File: config.mk
export PLATFORM = sky130hd
export DESIGN_NAME = booth_r4_mult_seq
export DESIGN_NICKNAME = d
export VERILOG_FILES = /design/src/rtl/booth_r4_mult_seq_pkg.sv /design/src/rtl/booth_r4_mult_seq_recode.sv /design/src/rtl/booth_r4_mult_seq.sv
export SDC_FILE = /design/constraint.sdc
export NUM_CORES = 1
export LEC_CHECK = 0
export ABC_AREA = 1
export BUFFER_PORTS_ARGS = -buffer_cell sky130_fd_sc_hd__buf_2
export CORE_ASPECT_RATIO = 1.1
export CORE_UTILIZATION = 40
export CTS_CLUSTER_SIZE = 10
export DETAILED_ROUTE_END_ITERATION = 8
export PLACE_DENSITY = 0.64
export SLEW_MARGIN = 20
export SYNTH_ARGS = -nofsm -noshare
export SYNTH_HDL_FRONTEND = slang
export SYNTH_SLANG_ARGS = --single-unit
File: constraint.sdc
create_clock -name clk -period 3.8 [get_ports clk]
set_clock_uncertainty 0.15 [all_clocks]
set_input_delay 0.38 -clock clk [delete_from_list [all_inputs] [get_ports clk]]
set_output_delay 0.38 -clock clk [all_outputs]
set_load 0.01 [all_outputs]
File: src/rtl/booth_r4_mult_seq_pkg.sv
// booth_r4_mult_seq_pkg: shared FSM encoding and Booth select bundle for the radix-4 multiplier
package booth_r4_mult_seq_pkg;
  typedef enum logic [1:0] {IDLE = 2'd0, RUN = 2'd1, DONE = 2'd2} state_t;
  typedef struct packed {
    logic zero;
    logic neg;
    logic dbl;
  } booth_sel_t;
endpackage

File: src/rtl/booth_r4_mult_seq_recode.sv
// booth_r4_mult_seq_recode: maps a 3-bit Booth group onto zero/negate/double selects
module booth_r4_mult_seq_recode
  import booth_r4_mult_seq_pkg::*;
(
  input  logic [2:0] grp,
  output booth_sel_t sel
);
  always_comb begin
    sel.zero = grp == 3'b000 || grp == 3'b111;
    sel.neg  = grp[2] && !sel.zero;
    sel.dbl  = grp == 3'b011 || grp == 3'b100;
  end
endmodule

File: src/rtl/booth_r4_mult_seq.sv
// booth_r4_mult_seq: sequential radix-4 Booth multiplier, two multiplier bits per clock
module booth_r4_mult_seq
  import booth_r4_mult_seq_pkg::*;
#(
  parameter int WIDTH = 32
) (
  input  logic             clk,
  input  logic             rst,
  input  logic             start,
  input  logic             is_signed,
  input  logic [WIDTH-1:0] multiplicand,
  input  logic [WIDTH-1:0] multiplier,
  output logic             busy,
  output logic             done,
  output logic [WIDTH-1:0] result_lo,
  output logic [WIDTH-1:0] result_hi,
  output logic             overflow
);
  localparam int W2 = WIDTH + 2;
  localparam int ITER = WIDTH / 2 + 1;
  localparam int CW = $clog2(ITER);
  localparam int PW = 2 * W2 + 1;
  state_t state, state_n;
  booth_sel_t sel;
  logic [CW-1:0] count;
  logic [PW-1:0] p, p_n;
  logic [W2-1:0] m2, mag, term, sum;
  logic [2*WIDTH-1:0] prod;
  logic sgn, last, accept;
  booth_r4_mult_seq_recode u_recode (.grp(p[2:0]), .sel(sel));
  assign last = count == CW'(ITER - 1);
  assign accept = start && state != RUN;
  always_comb begin
    mag  = sel.zero ? '0 : sel.dbl ? {m2[W2-2:0], 1'b0} : m2;
    term = sel.neg ? ~mag : mag;
    sum  = p[PW-1 -: W2] + term + W2'(sel.neg);
    p_n  = {{2{sum[W2-1]}}, sum, p[W2:2]};
    prod = p_n[2*WIDTH:1];
  end
  always_ff @(posedge clk)
    if (rst) state <= IDLE;
    else state <= state_n;
  always_comb state_n = state == RUN ? (last ? DONE : RUN) : (start ? RUN : IDLE);
  always_comb begin
    busy = state == RUN;
    done = state == DONE;
  end
  always_ff @(posedge clk) begin
    if (rst) begin
      count     <= '0;
      p         <= '0;
      m2        <= '0;
      sgn       <= 1'b0;
      result_lo <= '0;
      result_hi <= '0;
      overflow  <= 1'b0;
    end else if (accept) begin
      count <= '0;
      p     <= {{W2{1'b0}}, is_signed ? {{2{multiplier[WIDTH-1]}}, multiplier} : {2'b00, multiplier}, 1'b0};
      m2    <= is_signed ? {{2{multiplicand[WIDTH-1]}}, multiplicand} : {2'b00, multiplicand};
      sgn   <= is_signed;
    end else if (state == RUN) begin
      p     <= p_n;
      count <= count + 1'b1;
      if (last) begin
        result_lo <= prod[WIDTH-1:0];
        result_hi <= prod[2*WIDTH-1:WIDTH];
        overflow  <= sgn ? prod[2*WIDTH-1:WIDTH] != {WIDTH{prod[WIDTH-1]}} : prod[2*WIDTH-1:WIDTH] != '0;
      end
    end
  end
endmodule

# Word-level counts from Yosys, hierarchy flattened
# Cells that the tools add are included.
totals:
  regBits: 174
  elab_cells: 43
  out_inout_bits: 67
  in_bits: 68
classes:
  n_addsub: 3
  n_bitwise: 2
  eq_ne: 8
  n_mux: 11
  reduce_logical: 10
ops:
  columns: ["cell", "n"]
  rows:
  - ["two-way mux 34 bit", 5]
  - ["two-way mux 35 bit", 2]
  - ["adder 34 x 1 -> 34 bit", 1]
  - ["adder 34 bit", 1]
  - ["NOT 34 bit", 1]
  - ["inequality test 32 bit", 1]
  - ["nonzero test 32 bit", 1]
  - ["== test 3 bit, second input constant", 2]
  - ["adder 5 x 1 -> 5 bit, second input constant", 1]
  - ["== test 5 bit, second input constant", 1]
  - ["two-way mux 2 bit", 2]
  - ["== test 3 x 2 -> 1 bit, second input constant", 1]
  - ["zero test 3 bit", 1]
  - ["AND reduction 3 bit", 1]
  - ["== test 2 x 1 -> 1 bit, second input constant", 1]
  - ["== test 2 bit, second input constant", 1]
  - ["logical AND 1 bit", 2]
  - ["logical OR 1 bit", 2]
  - ["two-way mux 1 bit", 2]
  - ["inequality test 2 x 1 -> 1 bit, second input constant", 1]
  - ["nonzero test 2 bit", 1]
  - ["OR reduction 2 bit", 1]
  - ["zero test 1 bit", 1]
  - ["NOT 1 bit", 1]

# Logic depth before layout (Yosys ltp)
depth:
  ltp_word: 10
  mapped_depth: 32
  ltp_nobuf: 32

# Modules after synthesis
# Synthesis repeated with hierarchy kept, for this count alone.
hier_totals:
  cells_unflattened: 1431
  area_unflattened_um2: 9610.5
modules_own_cells:
  columns: ["mod", "seq_area_each_um2", "n_inst", "cells_each", "area_per_inst_um2"]
  rows:
  - ["booth_r4_mult_seq", 3463.3, 1, 1422, 9570.4]
  - ["booth_r4_mult_seq_recode", 0.0, 1, 9, 40.0]

# Least setup slack after synthesis
# Ideal clock, no wire load.
synth_path:
  path_type: "register to register"
  start: "register p[0]"
  end: "register overflow"
  required_ps: 3533
  synth_period_minus_slack_ps: 3601
  setup_ps: 117
  n_path_buf: 1
  setup_slack_ps: 199
  path_stages_with_launch: 30
  t_arrival_ps: 3334
  path_cell_list: "dfxtp_1 > nand2_2 > nand2_2 > inv_2 > a21oi_1 > inv_1 > clkbuf_1 > o211ai_1 > xor2_1 > ha_1 > nand2_2 > inv_1 > nand2_1 > nand2_1 > a21oi_1 > nand2_2 > nand2_2 > nand2_4 > nand2_1 > nand2_1 > nand2_1 > nand2_2 > nor2_1 > nand2_1 > nor2_1 > nand2_1 > nand2_1 > nand3_1 > nor2_1 > nor2_1"
synth_via:
  elab_chain_cells: 10
  word_cells_on_any_way: 17
  cone_classes: "add/sub: 2; eq/ne: 4; mux: 4; bitwise: 1; reduce/logical: 6"
synth_lines:
  columns: ["element", "line", "source"]
  rows:
  - ["from (decl)", "booth_r4_mult_seq.sv:26", "logic [PW-1:0] p, p_n;"]
  - ["from (signal assigned)", "booth_r4_mult_seq.sv:59", "p <= {{W2{1'b0}}, is_signed ? {{2{multiplier[WIDTH-1]}}, multiplier} : {2'b00, multiplier}, 1'b0};"]
  - ["from (signal assigned)", "booth_r4_mult_seq.sv:63", "p <= p_n;"]
  - ["== test 3 x 2 -> 1 bit or == test 3 bit (tied branches)", "booth_r4_mult_seq_recode.sv:11", "sel.dbl = grp == 3'b011 || grp == 3'b100;"]
  - ["logical OR 1 bit", "booth_r4_mult_seq_recode.sv:11", null]
  - ["two-way mux 34 bit (2 in series)", "booth_r4_mult_seq.sv:34", "mag = sel.zero ? '0 : sel.dbl ? {m2[W2-2:0], 1'b0} : m2;"]
  - ["NOT 34 bit", "booth_r4_mult_seq.sv:35", "term = sel.neg ? ~mag : mag;"]
  - ["two-way mux 34 bit", "booth_r4_mult_seq.sv:35", null]
  - ["adder 34 bit", "booth_r4_mult_seq.sv:36", "sum = p[PW-1 -: W2] + term + W2'(sel.neg);"]
  - ["adder 34 x 1 -> 34 bit *", "booth_r4_mult_seq.sv:36", null]
  - ["inequality test 32 bit or nonzero test 32 bit (tied branches)", "booth_r4_mult_seq.sv:68", "overflow <= sgn ? prod[2*WIDTH-1:WIDTH] != {WIDTH{prod[WIDTH-1]}} : prod[2*WIDTH-1:WIDTH] != '0;"]
  - ["two-way mux 1 bit *", "booth_r4_mult_seq.sv:68", null]
  - ["to (signal assigned)", "booth_r4_mult_seq.sv:56", "overflow <= 1'b0;"]
  - ["to (signal assigned)", "booth_r4_mult_seq.sv:68", null]
  - ["to (decl)", "booth_r4_mult_seq.sv:17", "output logic overflow"]
# Mark *: on every way between the ends. The rest lies on a longest branch, timed or not.
# A chain may end at the register's enable or synchronous reset.

# Worst setup path after layout
layout_path:
  start: "register p[1]"
  end: "register overflow"
# The elaborated chain is that of the path after synthesis.

==> run metrics <==
H-tree depth=4; # rows=59; Hold WC Path Type=in2reg; Top delay family on crit path=simple AND/OR/NAND/NOR gates; crit-path most repeated cell=nor2_1; Max VDD drop=0.265 mV; Iter 0 DRT Violations=651; Synthesized Nets=1549; core area=23900 um^2; violated checks=setup timing; WL/cell=16.5 um; synth unique cells=45; Longest Clk Path Bufs=2; Root Buffer=clkbuf_16; post-route minimum period=3.85 ns; synthesized flop and latch total=173; Port Buffer Count=134; initial antenna violation count=0; Worst Hold Path EP=m2[21]; global-route wire length before repair=50.6 mm; Setup Viol. Count Final=1; commonest non-fill, non-tap cell in the layout=nand2_1; clock buffer count from CTS=17; vias=10.5k; post-route cell area=13600 um^2; Leakage Power=6.60 nW; TritonCTS clock tree=done; vias in the first global route=9631; DIE AREA=25200 um^2; Crit. End Element=register; CTS clk-pin slew, worst paths=0.08 ns; worst reg-to-reg setup slack=-0.05 ns; CP peak stage delay=0.33 ns; dominant synthesized flop cell=dfxtp_1; ys async rst share=0%; cells after synthesis=1443; global route total overflow=0; fillers=2264; CP startpoint kind=register; min-delay src=multiplicand[21]; P per Cell Area=379 nW/um^2; first-pass iteration count of the detailed router=5; final setup margin=-0.0500 ns; largest net degree at the start of global routing=66; worst skew pair latency=0.45 ns; RSZ-0062 raised after global routing=yes; Die W=151 um; CP required=4.00 ns; routed wire length=33.4 mm; Worst path slowest cell=dfxtp_2; I/O pin total=135; Reg2Reg Capture Point=overflow; Via density=5.18; slew margin rel.=32.0%; Sinks on Clock Net=173; final hold vios=0; post-route ant nets=0; Fin Setup TNS=-0.0500 ns; die height=166 um; Place WS=-0.137 ns; register area share after synthesis=35.2%; WS Path Type=reg2reg; worst hold stages=3; DP HPWL=23.6 mm; WP buf/inv=6; Post-synth EDFFs=0; Placer Congestion=0.984; Synth Warn #=0; antenna fix cells=0; GRT Overall Usage=25.6%; share of post-route cells with drive strength above 1=32.0%; Cell Area, Synth=9830 um^2; nets@finish=1813; period utilization=101%; DRC=0; CP Data Arrival Time=4.05 ns; MaxCap Viol Count=0; status=complete, but fails checks; placed inst area=11700 um^2; Reg2Reg Depth=25; max-slew violation count=0; fmax=0.260 GHz; synthesis-to-layout area growth=38.3%; worst r2r src=p[1]; CP max FO=13; Least-Margin Pin Slew=1.01 ns; synthesized area per cell=6.81 um^2; Starting Density=41.1%; most frequent cells in the layout=nand2_1, inv_1, dfxtp_1, buf_4, buf_2
-- flip-flops by register name, indices dropped and copies added (netlist names) --
signal / cells
state: 2
p: 67
overflow: 1
result_lo: 32
count: 5
sgn: 1
m2: 33
result_hi: 32
-- cell usage after synthesis (all sizes together), types with 5 or more instances --
cell    number  area share [%]
nand2      326              13
buf         10            0.38
xnor2        7            0.62
a21oi       74             3.8
xor2        35             3.2
nor3        13            0.82
o221ai      33             2.9
a31oi        6            0.38
ha          37             4.7
o21bai       5            0.38
nand3      108             5.7
o211ai      39             3.0
nand4       16             1.1
nand3b       7            0.66
inv        220             8.4
o21ai      139             7.1
nor2       118             4.7
dfxtp      173              35
clkbuf      55             2.1
-- metal layers --
metal  GRT usage (%)  up-vias  wire, um  share of wire (%)
li1                -     5248         -                  -
met1            35.8     4921     15500                 46
met2            40.7      277     15700                 47
met3            3.49       51      1430                4.3
met4            7.35        0       855                2.6
met5               0        -         0                  0
-- worst min-delay path, stage by stage --
cell,delay (ns)
buf_2,0.08
nor2_1,0.03
nor2_1,0.08
-- area by class of cell --
class,instances,area [um^2],area share (%)
Multi-Input combinational cell,982,6080,44.8
Inverter,223,843,6.21
Clock buffer,17,425,3.13
Sequential cell,173,3470,25.5
Tap cell,305,382,2.81
Clock inverter,15,190,1.40
Timing Repair Buffer,310,2190,16.1
-- kinds of logic (layout without fill, tap and decap cells) --
kind of cell,Yosys count,in the layout,share of synthesized area [%]
buf+inv,288,565,11.0
compound gates,308,308,18.5
flops,173,173,35.2
fa+ha+maj,38,38,4.92
xor+xnor,42,42,3.82
simple gates,594,594,26.5
-- power breakdown --
| part | internal [mW] | leakage (nW) | switching [mW] |
|---|---|---|---|
| combinational | 0.586 | 4.89 | 0.802 |
| sequential | 1.89 | 1.41 | 0.0496 |
| clock | 0.898 | 0.294 | 0.927 |
| total | 3.37 | 6.60 | 1.78 |
-- repair_timing --
action                     CTS  global route
hold buffers                 7             0
setup buffers                2            28
setup endpoints to repair    1            16
resized for setup           19           214
cloned                       1             4
pin swaps                    4           103
hold endpoints to repair     7             0
-- metrics by stage --
stage          hold slack, ns  power [mW]  util, %  cells
2_1_floorplan           0.299        2.61        -   1443
3_3_place_gp            0.309        3.10     48.8   1951
3_5_place_dp            0.318        3.11     48.8   1951
4_1_cts               0.00124        4.95     52.1   1993
5_1_grt                0.0122        5.37     56.8   2025
6_report              0.00685        5.15     56.8   2025
-- worst max-delay path by stage --
stage	cells past startpoint	to	start
6_report	25	overflow	p[1]
5_1_grt	27	overflow	p[1]
4_1_cts	26	overflow	p[0]
3_5_place_dp	28	overflow	p[0]
3_3_place_gp	26	overflow	p[0]
2_1_floorplan	29	overflow	p[0]
Note: power is estimated with default switching activity, not from simulation.
